## config.mk

```make
export PLATFORM = sky130hd
export DESIGN_NAME = matrix_uart_printer
export DESIGN_NICKNAME = d
export VERILOG_FILES = /design/src/rtl/matrix_uart_printer.sv
export SDC_FILE = /design/constraint.sdc
export NUM_CORES = 1
export LEC_CHECK = 0
export ABC_CLOCK_PERIOD_IN_PS = 4100
export CELL_PAD_IN_SITES_DETAIL_PLACEMENT = 0
export CELL_PAD_IN_SITES_GLOBAL_PLACEMENT = 1
export CORE_MARGIN = 3
export CORE_UTILIZATION = 31
export CTS_CLUSTER_DIAMETER = 60
export DETAILED_ROUTE_END_ITERATION = 7
export PLACE_DENSITY = 0.59
export SLEW_MARGIN = 20
export SYNTH_ARGS = -nofsm -noshare
export SYNTH_HDL_FRONTEND = slang
export SYNTH_SLANG_ARGS = --single-unit
```

## constraint.sdc

```tcl
create_clock -name clk -period 4.1 [get_ports clk]
set_clock_uncertainty 0.05 [all_clocks]
set_input_delay 0.82 -clock clk [delete_from_list [all_inputs] [get_ports clk]]
set_output_delay 0.82 -clock clk [all_outputs]
set_load 0.01 [all_outputs]
```

## src/rtl/matrix_uart_printer.sv

```systemverilog
// matrix_uart_printer: reads an m x n matrix from storage and prints it on a
// UART TX line as space-delimited decimal text, one row per line (CR LF).
module matrix_uart_printer #(
  parameter int CLK_FREQ   = 100_000_000,
  parameter int BAUD_RATE  = 115200,
  parameter int BIT_CYCLES = CLK_FREQ / BAUD_RATE
) (
  input  logic        clk,
  input  logic        rst_n,
  input  logic        i_start,
  input  logic [7:0]  i_base_addr,
  input  logic [2:0]  i_dim_m,
  input  logic [2:0]  i_dim_n,
  output logic [7:0]  o_rd_addr,
  input  logic [31:0] i_rd_data,
  output logic        o_busy,
  output logic        o_done,
  output logic        o_uart_tx
);

  localparam int CNT_W = (BIT_CYCLES > 1) ? $clog2(BIT_CYCLES) : 1;
  localparam logic [CNT_W-1:0] BIT_LAST = CNT_W'(BIT_CYCLES - 1);

  typedef enum logic [3:0] {
    IDLE, READ, WAIT, CONVERT, SEND_DIGIT, SEND_SP, SEND_CR, SEND_LF, FINISH
  } state_t;

  typedef enum logic [1:0] {TX_IDLE, TX_START, TX_DATA, TX_STOP} tx_state_t;

  state_t    state;
  tx_state_t tx_state;

  logic [7:0]       base;
  logic [2:0]       dim_m;
  logic [2:0]       dim_n;
  logic [2:0]       row;
  logic [2:0]       col;
  logic [15:0]      conv_sh;
  logic [19:0]      bcd;
  logic [4:0]       conv_cnt;
  logic [2:0]       dig_idx;
  logic [35:0]      dd_next;
  logic             tx_load;
  logic [7:0]       tx_byte;
  logic             tx_ready;
  logic             stop_end;
  logic [CNT_W-1:0] bit_cnt;
  logic [2:0]       bit_idx;
  logic [7:0]       tx_sh;
  logic             unused_upper;

  // Only the low 16 bits of a storage word are printed.
  assign unused_upper = ^i_rd_data[31:16];

  // One double-dabble iteration: add 3 to every BCD digit >= 5, then shift
  // the {bcd, binary} accumulator left by one.
  function automatic logic [35:0] dabble_step(input logic [35:0] acc);
    logic [35:0] t;
    t = acc;
    for (int i = 0; i < 5; i++) begin
      if (t[16+4*i +: 4] >= 4'd5) t[16+4*i +: 4] = t[16+4*i +: 4] + 4'd3;
    end
    return {t[34:0], 1'b0};
  endfunction

  // Index of the most significant non-zero digit; 0 for a value of zero,
  // so zero still prints a single "0".
  function automatic logic [2:0] top_digit(input logic [19:0] d);
    logic [2:0] k;
    k = 3'd0;
    for (int i = 1; i < 5; i++) begin
      if (d[4*i +: 4] != 4'd0) k = 3'(i);
    end
    return k;
  endfunction

  assign dd_next  = dabble_step({bcd, conv_sh});
  // A byte may be handed over only when the transmitter is idle and the
  // previous strobe has already been consumed.
  assign tx_ready = (tx_state == TX_IDLE) && !tx_load;
  assign stop_end = (tx_state == TX_STOP) && (bit_cnt == BIT_LAST);

  // Main sequencer: fetch element, convert to decimal, emit characters.
  always_ff @(posedge clk or negedge rst_n) begin
    if (!rst_n) begin
      state     <= IDLE;
      base      <= 8'd0;
      dim_m     <= 3'd0;
      dim_n     <= 3'd0;
      row       <= 3'd0;
      col       <= 3'd0;
      conv_sh   <= 16'd0;
      bcd       <= 20'd0;
      conv_cnt  <= 5'd0;
      dig_idx   <= 3'd0;
      tx_load   <= 1'b0;
      tx_byte   <= 8'd0;
      o_rd_addr <= 8'd0;
      o_busy    <= 1'b0;
      o_done    <= 1'b0;
    end else begin
      tx_load <= 1'b0;
      o_done  <= 1'b0;
      case (state)
        IDLE: begin
          if (i_start) begin
            base  <= i_base_addr;
            dim_m <= i_dim_m;
            dim_n <= i_dim_n;
            row   <= 3'd0;
            col   <= 3'd0;
            if (i_dim_m == 3'd0 || i_dim_n == 3'd0) begin
              o_done <= 1'b1;
            end else begin
              o_busy <= 1'b1;
              state  <= READ;
            end
          end
        end
        READ: begin
          o_rd_addr <= base + ({5'd0, row} * {5'd0, dim_n}) + {5'd0, col};
          state     <= WAIT;
        end
        WAIT: begin
          conv_cnt <= 5'd0;
          state    <= CONVERT;
        end
        CONVERT: begin
          if (conv_cnt == 5'd0) begin
            conv_sh  <= i_rd_data[15:0];
            bcd      <= 20'd0;
            conv_cnt <= 5'd1;
          end else begin
            {bcd, conv_sh} <= dd_next;
            conv_cnt       <= conv_cnt + 5'd1;
            if (conv_cnt == 5'd16) begin
              dig_idx <= top_digit(dd_next[35:16]);
              state   <= SEND_DIGIT;
            end
          end
        end
        SEND_DIGIT: begin
          if (tx_ready) begin
            tx_load <= 1'b1;
            tx_byte <= 8'h30 + {4'd0, bcd[{dig_idx, 2'b00} +: 4]};
            if (dig_idx == 3'd0) state <= SEND_SP;
            else dig_idx <= dig_idx - 3'd1;
          end
        end
        SEND_SP: begin
          if (tx_ready) begin
            tx_load <= 1'b1;
            tx_byte <= 8'h20;
            if (col == dim_n - 3'd1) begin
              state <= SEND_CR;
            end else begin
              col   <= col + 3'd1;
              state <= READ;
            end
          end
        end
        SEND_CR: begin
          if (tx_ready) begin
            tx_load <= 1'b1;
            tx_byte <= 8'h0D;
            state   <= SEND_LF;
          end
        end
        SEND_LF: begin
          if (tx_ready) begin
            tx_load <= 1'b1;
            tx_byte <= 8'h0A;
            col     <= 3'd0;
            if (row == dim_m - 3'd1) begin
              state <= FINISH;
            end else begin
              row   <= row + 3'd1;
              state <= READ;
            end
          end
        end
        FINISH: begin
          if (stop_end) begin
            o_done <= 1'b1;
            o_busy <= 1'b0;
            state  <= IDLE;
          end
        end
        default: state <= IDLE;
      endcase
    end
  end

  // UART transmitter: start bit, 8 data bits LSB first, stop bit; line
  // comes straight from a register.
  always_ff @(posedge clk or negedge rst_n) begin
    if (!rst_n) begin
      tx_state  <= TX_IDLE;
      bit_cnt   <= '0;
      bit_idx   <= 3'd0;
      tx_sh     <= 8'd0;
      o_uart_tx <= 1'b1;
    end else begin
      case (tx_state)
        TX_IDLE: begin
          if (tx_load) begin
            tx_sh     <= tx_byte;
            bit_cnt   <= '0;
            o_uart_tx <= 1'b0;
            tx_state  <= TX_START;
          end
        end
        TX_START: begin
          if (bit_cnt == BIT_LAST) begin
            bit_cnt   <= '0;
            bit_idx   <= 3'd0;
            o_uart_tx <= tx_sh[0];
            tx_state  <= TX_DATA;
          end else begin
            bit_cnt <= bit_cnt + 1'b1;
          end
        end
        TX_DATA: begin
          if (bit_cnt == BIT_LAST) begin
            bit_cnt <= '0;
            if (bit_idx == 3'd7) begin
              o_uart_tx <= 1'b1;
              tx_state  <= TX_STOP;
            end else begin
              bit_idx   <= bit_idx + 3'd1;
              tx_sh     <= {1'b0, tx_sh[7:1]};
              o_uart_tx <= tx_sh[1];
            end
          end else begin
            bit_cnt <= bit_cnt + 1'b1;
          end
        end
        TX_STOP: begin
          if (bit_cnt == BIT_LAST) begin
            bit_cnt  <= '0;
            tx_state <= TX_IDLE;
          end else begin
            bit_cnt <= bit_cnt + 1'b1;
          end
        end
        default: tx_state <= TX_IDLE;
      endcase
    end
  end

endmodule
```

-- Word level (Yosys, flattened, before mapping)
Cells that the tools add are included.
- register bits: 111
- input bits: 49
- output and inout bits: 11
- word-level logic and storage cells: 190
- $add $sub $neg: 16
- $mul: 1
- order comparisons: 5
- eq/ne operators: 35
- shift-type cells: 1
- muxes and demuxes: 76
- reductions and logical operators: 36
- operators by type and width (cell ; number):
    $mux W4 ; 15
    $mux W8 ; 7
    $mux W3 ; 18
    $ne A2 B2 Y1 const B ; 18
    $pmux W4 S9 ; 1
    $pmux W8 S4 ; 1
    $ge A4 B3 Y1 const B ; 5
    $mux W10 ; 2
    $mux W20 ; 1
    $pmux W10 S2 ; 1
    $reduce_and A4 Y1 ; 5
    $reduce_and A5 Y1 ; 4
    $reduce_bool A4 Y1 ; 5
    $shiftx A20 B6 Y4 ; 1
    $pmux W3 S2 ; 3
    $add A4 B2 Y4 const B ; 4
    $eq A4 B3 Y1 const B ; 4
    $mux W16 ; 1
    $pmux W8 S2 ; 1
    $mux W1 ; 13
    $reduce_bool A2 Y1 ; 6
    $add A10 B1 Y10 const B ; 1
    $eq A10 B10 Y1 const B ; 1
    $mux W2 ; 5
    other kinds (35) ; 47

-- Longest topological paths before layout
Gate-level depths: netlist (run 1).
- word-level depth: 10
- mapped depth: 13
- mapped depth without buffers: 13

-- Worst setup path after synthesis (run 1)
Ideal clock, no wire load.
- kind: flip-flop to flip-flop
- from: reg row[0]
- to: reg o_rd_addr[7]
- arrival: 3224 ps
- data required time: 3904 ps
- slack: 681 ps
- cell stages (with the launch flop): 12
- buffers on the path: 0
- period minus slack after synthesis: 3419 ps
- cells stage by stage: dfrtp_1 -> nand2_1 -> fa_1 -> fa_1 -> fa_1 -> inv_1 -> fa_1 -> a21o_1 -> a21oi_1 -> o21bai_1 -> mux2i_1 -> o311ai_0
- longest elaborated chain between the ends: 3
- ends and longest elaborated chain (item ; RTL line ; RTL):
    from (decl) ; 36 ; logic [2:0] row;
    from (signal assigned) ; 177 ; row <= row + 3'd1;
    $mul A3 B3 Y6 ; 121 ; o_rd_addr <= base + ({5'd0, row} * {5'd0, dim_n}) + {5'd0, col};
    $add A8 B6 Y8 ; 121 ;
    $add A8 B3 Y8 ; 121 ;
    to (signal assigned) ; 121 ;
    to (decl) ; 14 ; output logic [7:0] o_rd_addr,
Every way passes these cells.
A chain may end at the register's enable or synchronous reset.

-- Final worst setup path (run 1)
Ends and elaborated chain as after synthesis.

==> flow_metrics.tcl, run 1 <==
set metrics [dict create \
    status "complete, no violations" \
    cts_setup_buffers 0 \
    crit_buf_inv 1 \
    portBuffers 43 \
    synthFlopType "dfrtp_1" \
    numCtsBuffers 9 \
    layout_commonest_cell "dfrtp_1" \
    cellPowerDensity_mw_per_mm2 662.4 \
    antennaDiodeCount 0 \
    rr_endpoint "o_rd_addr[7]$_DFFE_PN0P_" \
    rrSetupSlack_ps 480 \
    setup-violations-final 0 \
    drc 0 \
    finalHoldViolCount 0 \
    crit_chain "nand2_1 > fa_1 > fa_1 > fa_1 > inv_1 > fa_1 > a21o_1 > a21oi_1 > o21bai_1 > mux2i_1 > o311ai_0" \
    synth_area_leaders "dfrtp_1 (41%), ha_1 (7.6%), nand2_1 (6.1%)" \
    cts_tree "yes" \
    leakagePower_nw 3.227 \
    async_flop_share_pct 100.0 \
    num_io_pins 60 \
    synth_area_mm2 0.006442 \
    r2r_cells 11 \
    row_count 52 \
    cp.required_ps 4260 \
    seq_area_frac_synth_pct 41.58 \
    yosys_warnings 0 \
    r2r_start "row[0]$_DFFE_PN0P_" \
    finalSetupTns_ps 0 \
    clk_latency_ps 350 \
    htree_levels 3 \
    synthDistinctLibCells 72 \
    globalRouteOverflowTotal 0 \
    dp.final_hpwl_mm 10.18 \
    worstHoldStart "o_rd_addr[4]$_DFFE_PN0P_" \
    crit_family "adder cells" \
    slew_viol_final 0 \
    clk_path_buf_depth 2 \
    syn_to_final_growth_pct 16.02 \
    hold_buffers 0 \
    hold_end "o_rd_addr[4]$_DFFE_PN0P_" \
    die_x_um 150.2 \
    critPathArrivalTime_ps 3780 \
    start_kind "flip-flop" \
    drt_iter0_markers 230 \
    crit_path_frequent_cell "fa_1" \
    syn_nets 769 \
    ir_drop_mv 0.3180 \
    grt_max_degree 57 \
    synth_top_area_share_pct 41.17 \
    slowest_delay_ps 570 \
    routedWlPerCell_um 14.55 \
    avgSynthCellArea_um2 9.559 \
    start_util_pct 31.74 \
    clock.fmax_mhz 276.3 \
    vias_per_cell 5.069 \
    worstPathMaxFanout 7 \
    worst_slack_ps 480.4 \
    gp_congestion 0.8223 \
    drtAntennaViolNets 0 \
    layout_common_cells "dfrtp_1 (106), nand2_1 (105), o21ai_0 (57)" \
    antenna_found_initial 0 \
    min_period_ps 3620 \
    end_kind "flip-flop" \
    hold_path.class "flip-flop to flip-flop" \
    worst_pin_slew_ps 825.8 \
    finalCritPeriodShare_pct 88.28 \
    nets 800 \
    ys_ff_latch 107 \
    fp.dieArea_mm2 0.02255 \
    drive_above_1_share_pct 10.00 \
    first_global_vias 4920 \
    die_height_um 150.2 \
    vias 4968 \
    clkSlewWorstSetupHoldPaths_ps 80 \
    place_ws_ps 450.1 \
    drtPass1Iterations 6 \
    synth_cells 674 \
    crit_path_top_delay_cell "fa_1" \
    synth_top_area_cell "dfrtp_1" \
    crit_type "flip-flop to flip-flop" \
    root_buffer "clkbuf_16" \
    rsz0062_at_grt "false" \
    cts_sinks 107 \
    maxCapViolations 0 \
    synth_edf_count 0 \
    grt_pass1_wl_mm 24.58 \
    post_cts_resized 0 \
    fillerInstances 2102 \
    slew_headroom_pct 44.82 \
    grt_use_total_pct 13.33 \
    wl_mm 14.26 \
    placeableCoreArea_mm2 0.02030 \
    hold_path_depth 2 \
]
-- report_power, final --
| group | leakage [nW] | internal (mW) | switching [mW] |
|---|---|---|---|
| Sequential | 1.36 | 1.41 | 0.353 |
| Clock | 0.165 | 0.561 | 0.421 |
| Combinational | 1.71 | 1.01 | 1.20 |
-- kinds of logic after synthesis --
family          Yosys count  share of synthesized area, %
mux                      38                         7.128
flops                   107                         41.58
fa+ha+maj                46                         9.749
xor+xnor                 16                         2.602
simple gates            224                         17.05
compound gates          171                         17.23
buf+inv                  72                         4.661
-- per-layer routing --
metal  part of all wire (%)  GRT usage, %
met3                    3.0         2.980
met2                     48         22.48
met4                    1.1         3.065
met5                      0             0
met1                     48         17.54
-- Yosys cell counts, drive strengths merged, types with 4 or more instances --
library cell / instances
a21o: 6
a21oi: 29
a22o: 4
a31oi: 19
and2: 7
buf: 9
clkbuf: 19
dfrtp: 106
fa: 7
ha: 39
inv: 44
mux2: 23
mux2i: 11
mux4: 4
nand2: 105
nand2b: 9
nand3: 16
nor2: 41
nor2b: 6
nor3: 9
nor3b: 7
o21ai: 58
o22ai: 11
o31ai: 12
xnor2: 8
xor2: 6
-- flip-flops by register name, indices dropped and copies added (netlist names) --
register   count
row            3
tx_byte        6
dim_m          3
o_busy         1
conv_cnt       5
bit_cnt       10
dig_idx        3
conv_sh       16
col            3
o_done         1
o_uart_tx      1
base           8
tx_sh          6
o_rd_addr      8
state          4
tx_state       2
tx_load        1
bcd           20
bit_idx        3
dim_n          3
-- metrics by stage --
step | area [µm²] | total power [mW] | util [%] | hold WS (ps) | instances
6_report | 7475 | 4.951 | 36.82 | 430.5 | 980
4_1_cts | 7475 | 5.039 | 36.82 | 437.3 | 980
5_1_grt | 7475 | 5.427 | 36.82 | 454.6 | 980
2_1_floorplan | 6442 | 3.395 | - | 394.8 | 674
3_3_place_gp | 7138 | 3.963 | 35.16 | 414.5 | 964
3_5_place_dp | 7138 | 4.025 | 35.16 | 421.1 | 964
-- how the worst max path moves through the flow --
| stage | start | end | slack [ps] | cells past startpoint |
|---|---|---|---|---|
| 5_1_grt | row[0]$_DFFE_PN0P_ | o_rd_addr[7]$_DFFE_PN0P_ | 230 | 11 |
| 4_1_cts | row[0]$_DFFE_PN0P_ | o_rd_addr[7]$_DFFE_PN0P_ | 440 | 11 |
| 2_1_floorplan | row[0]$_DFFE_PN0P_ | o_rd_addr[7]$_DFFE_PN0P_ | 680 | 11 |
| 3_3_place_gp | row[0]$_DFFE_PN0P_ | o_rd_addr[7]$_DFFE_PN0P_ | 480 | 11 |
| 3_5_place_dp | row[0]$_DFFE_PN0P_ | o_rd_addr[7]$_DFFE_PN0P_ | 450 | 11 |
| 6_report | row[0]$_DFFE_PN0P_ | o_rd_addr[7]$_DFFE_PN0P_ | 480 | 11 |
-- worst reg2reg max path, stage by stage, from the launching register on --
cell      delay [ps]
dfrtp_1          470
nand2_1          120
fa_1             570
fa_1             440
fa_1             510
inv_1             70
fa_1             450
a21o_1           190
a21oi_1          220
o21bai_1         110
mux2i_1          150
o311ai_0         140
-- layout make-up --
class / instances / area [µm²] / share of cell area [%]
multi-input combinational: 495 / 3478 / 46.54
sequential: 107 / 2679 / 35.84
timing repair buffer: 48 / 478.0 / 6.394
tap: 270 / 337.8 / 4.520
clock buffer: 10 / 239.0 / 3.197
inverter: 44 / 165.2 / 2.210
clock inverter: 6 / 97.59 / 1.306
No activity file was read; power rests on OpenSTA's default activity.
==> inputs of run 2 (changes only) <==
--- a/config.mk
+++ b/config.mk
@@ -13,7 +13,6 @@
 export CTS_CLUSTER_DIAMETER = 60
 export DETAILED_ROUTE_END_ITERATION = 7
 export PLACE_DENSITY = 0.59
-export SLEW_MARGIN = 20
 export SYNTH_ARGS = -nofsm -noshare
 export SYNTH_HDL_FRONTEND = slang
 export SYNTH_SLANG_ARGS = --single-unit
==> run 2 against run 1 <==
Effect of this change:
- setup slack is the same
- clock-buffer cell count is the same
- routed wire length unchanged
- critical path depth stayed put
- cell area unchanged
- via count unchanged
- total power about the same
- combinational power barely moved
- sequential power is essentially flat
- non-clock buffer count unchanged
- maximum frequency did not move
- sequential share of layout area did not move
==> flow_metrics.tcl, run 2 (same netlist as run 1, synthesis figures left out) <==
set metrics [dict create \
    hold_buffers 0 \
    rsz0062_at_grt "false" \
    end_kind "flip-flop" \
    vias 4968 \
    clock.fmax_mhz 276.3 \
    drtPass1Iterations 6 \
    largest_register_ffs 20 \
    portBuffers 43 \
    cp.required_ps 4260 \
    hold_ws_ps 430.5 \
    clkSlewWorstSetupHoldPaths_ps 80 \
    finalInstanceArea_mm2 0.007475 \
    layout_commonest_cell "dfrtp_1" \
    cts_sinks 107 \
    start_kind "flip-flop" \
    clk_latency_ps 350 \
    post_cts_resized 0 \
    cellPowerDensity_mw_per_mm2 662.3 \
    slew_headroom_pct 31.05 \
    place_area_mm2 0.007138 \
    routedWlPerCell_um 14.55 \
    ir_drop_mv 0.3180 \
    slew_viol_final 0 \
    drt_iter0_markers 230 \
    multi_input_area_mm2 0.003478 \
    nets 800 \
    clk_path_buf_depth 2 \
    fillerInstances 2102 \
    fp.dieArea_mm2 0.02255 \
    grt_max_degree 57 \
    p_total_mw 4.950 \
    wl_mm 14.26 \
    crit_type "flip-flop to flip-flop" \
    layout_common_cells "dfrtp_1 (106), nand2_1 (105), o21ai_0 (58)" \
    setup-violations-final 0 \
    min_period_ps 3620 \
    die_x_um 150.2 \
    grt_use_total_pct 13.33 \
    htree_levels 3 \
    die_height_um 150.2 \
    gp_congestion 0.8223 \
    globalRouteOverflowTotal 0 \
    place_inst 964 \
    worst_pin_slew_ps 1024 \
    hold_path.class "flip-flop to flip-flop" \
    reg_top3 "bcd (20), conv_sh (16), bit_cnt (10)" \
    regMostFlops "bcd" \
    leakagePower_nw 3.227 \
    root_buffer "clkbuf_16" \
    drtAntennaViolNets 0 \
    start_util_pct 31.74 \
    vias_per_cell 5.069 \
    worst_slack_ps 480.4 \
    row_count 52 \
    antennaDiodeCount 0 \
    cts_tree "yes" \
    critPathArrivalTime_ps 3780 \
    place_ws_ps 450.1 \
    postLayoutCoreUtil_pct 36.82 \
    seqCellArea_mm2 0.002679 \
    dp.final_hpwl_mm 10.18 \
    cts_setup_buffers 0 \
    status "complete, no violations" \
    worstPathMaxFanout 7 \
    finalHoldViolCount 0 \
    placeableCoreArea_mm2 0.02030 \
    numCtsBuffers 9 \
    fin_cells 980 \
    num_io_pins 60 \
    finalSetupTns_ps 0 \
    maxCapViolations 0 \
    grt_pass1_wl_mm 24.58 \
    antenna_found_initial 0 \
    drive_above_1_share_pct 10.00 \
    drc 0 \
    syn_to_final_growth_pct 16.02 \
    finalCritPeriodShare_pct 88.28 \
    rrSetupSlack_ps 480 \
    first_global_vias 4920 \
]
[run 2: final timing paths]
check,start,to,cells after the start
worst max-delay path,row[0]$_DFFE_PN0P_,o_rd_addr[7]$_DFFE_PN0P_,11
worst min-delay path,o_rd_addr[4]$_DFFE_PN0P_,o_rd_addr[4]$_DFFE_PN0P_,2
worst max register to register,row[0]$_DFFE_PN0P_,o_rd_addr[7]$_DFFE_PN0P_,11
worst min register to register,o_rd_addr[4]$_DFFE_PN0P_,o_rd_addr[4]$_DFFE_PN0P_,2
min in group asynchronous,rst_n,o_rd_addr[4]$_DFFE_PN0P_,1
max in group asynchronous,rst_n,bcd[2]$_DFFE_PN0P_,2
[run 2: power by group]
group | switching (mW) | internal [mW]
combinational | 1.20 | 1.01
sequential | 0.353 | 1.41
clock | 0.421 | 0.561
[run 2: critical path, cell delays in order, from the launching register on]
cell and delay [ps]:
dfrtp_1 470, nand2_1 120, fa_1 570, fa_1 440, fa_1 510, inv_1 70
fa_1 450, a21o_1 190, a21oi_1 220, o21bai_1 110, mux2i_1 150, o311ai_0 140
[run 2: cell type report]
type	count	share of cell area [%]
multi-input cells	495	46.54
flip-flops and latches	107	35.84
repair buffers	48	6.394
well taps	270	4.520
clock buffers	10	3.197
inverters	44	2.210
clock inverters	6	1.306
[run 2: routing by layer]
layer,share of wire (%),global-route usage [%],vias up,wire length [µm]
li1,-,-,2462,-
met1,48,17.54,2434,6884
met2,48,22.48,59,6794
met3,3.0,2.980,13,426
met4,1.1,3.065,0,151
met5,0,0,-,0
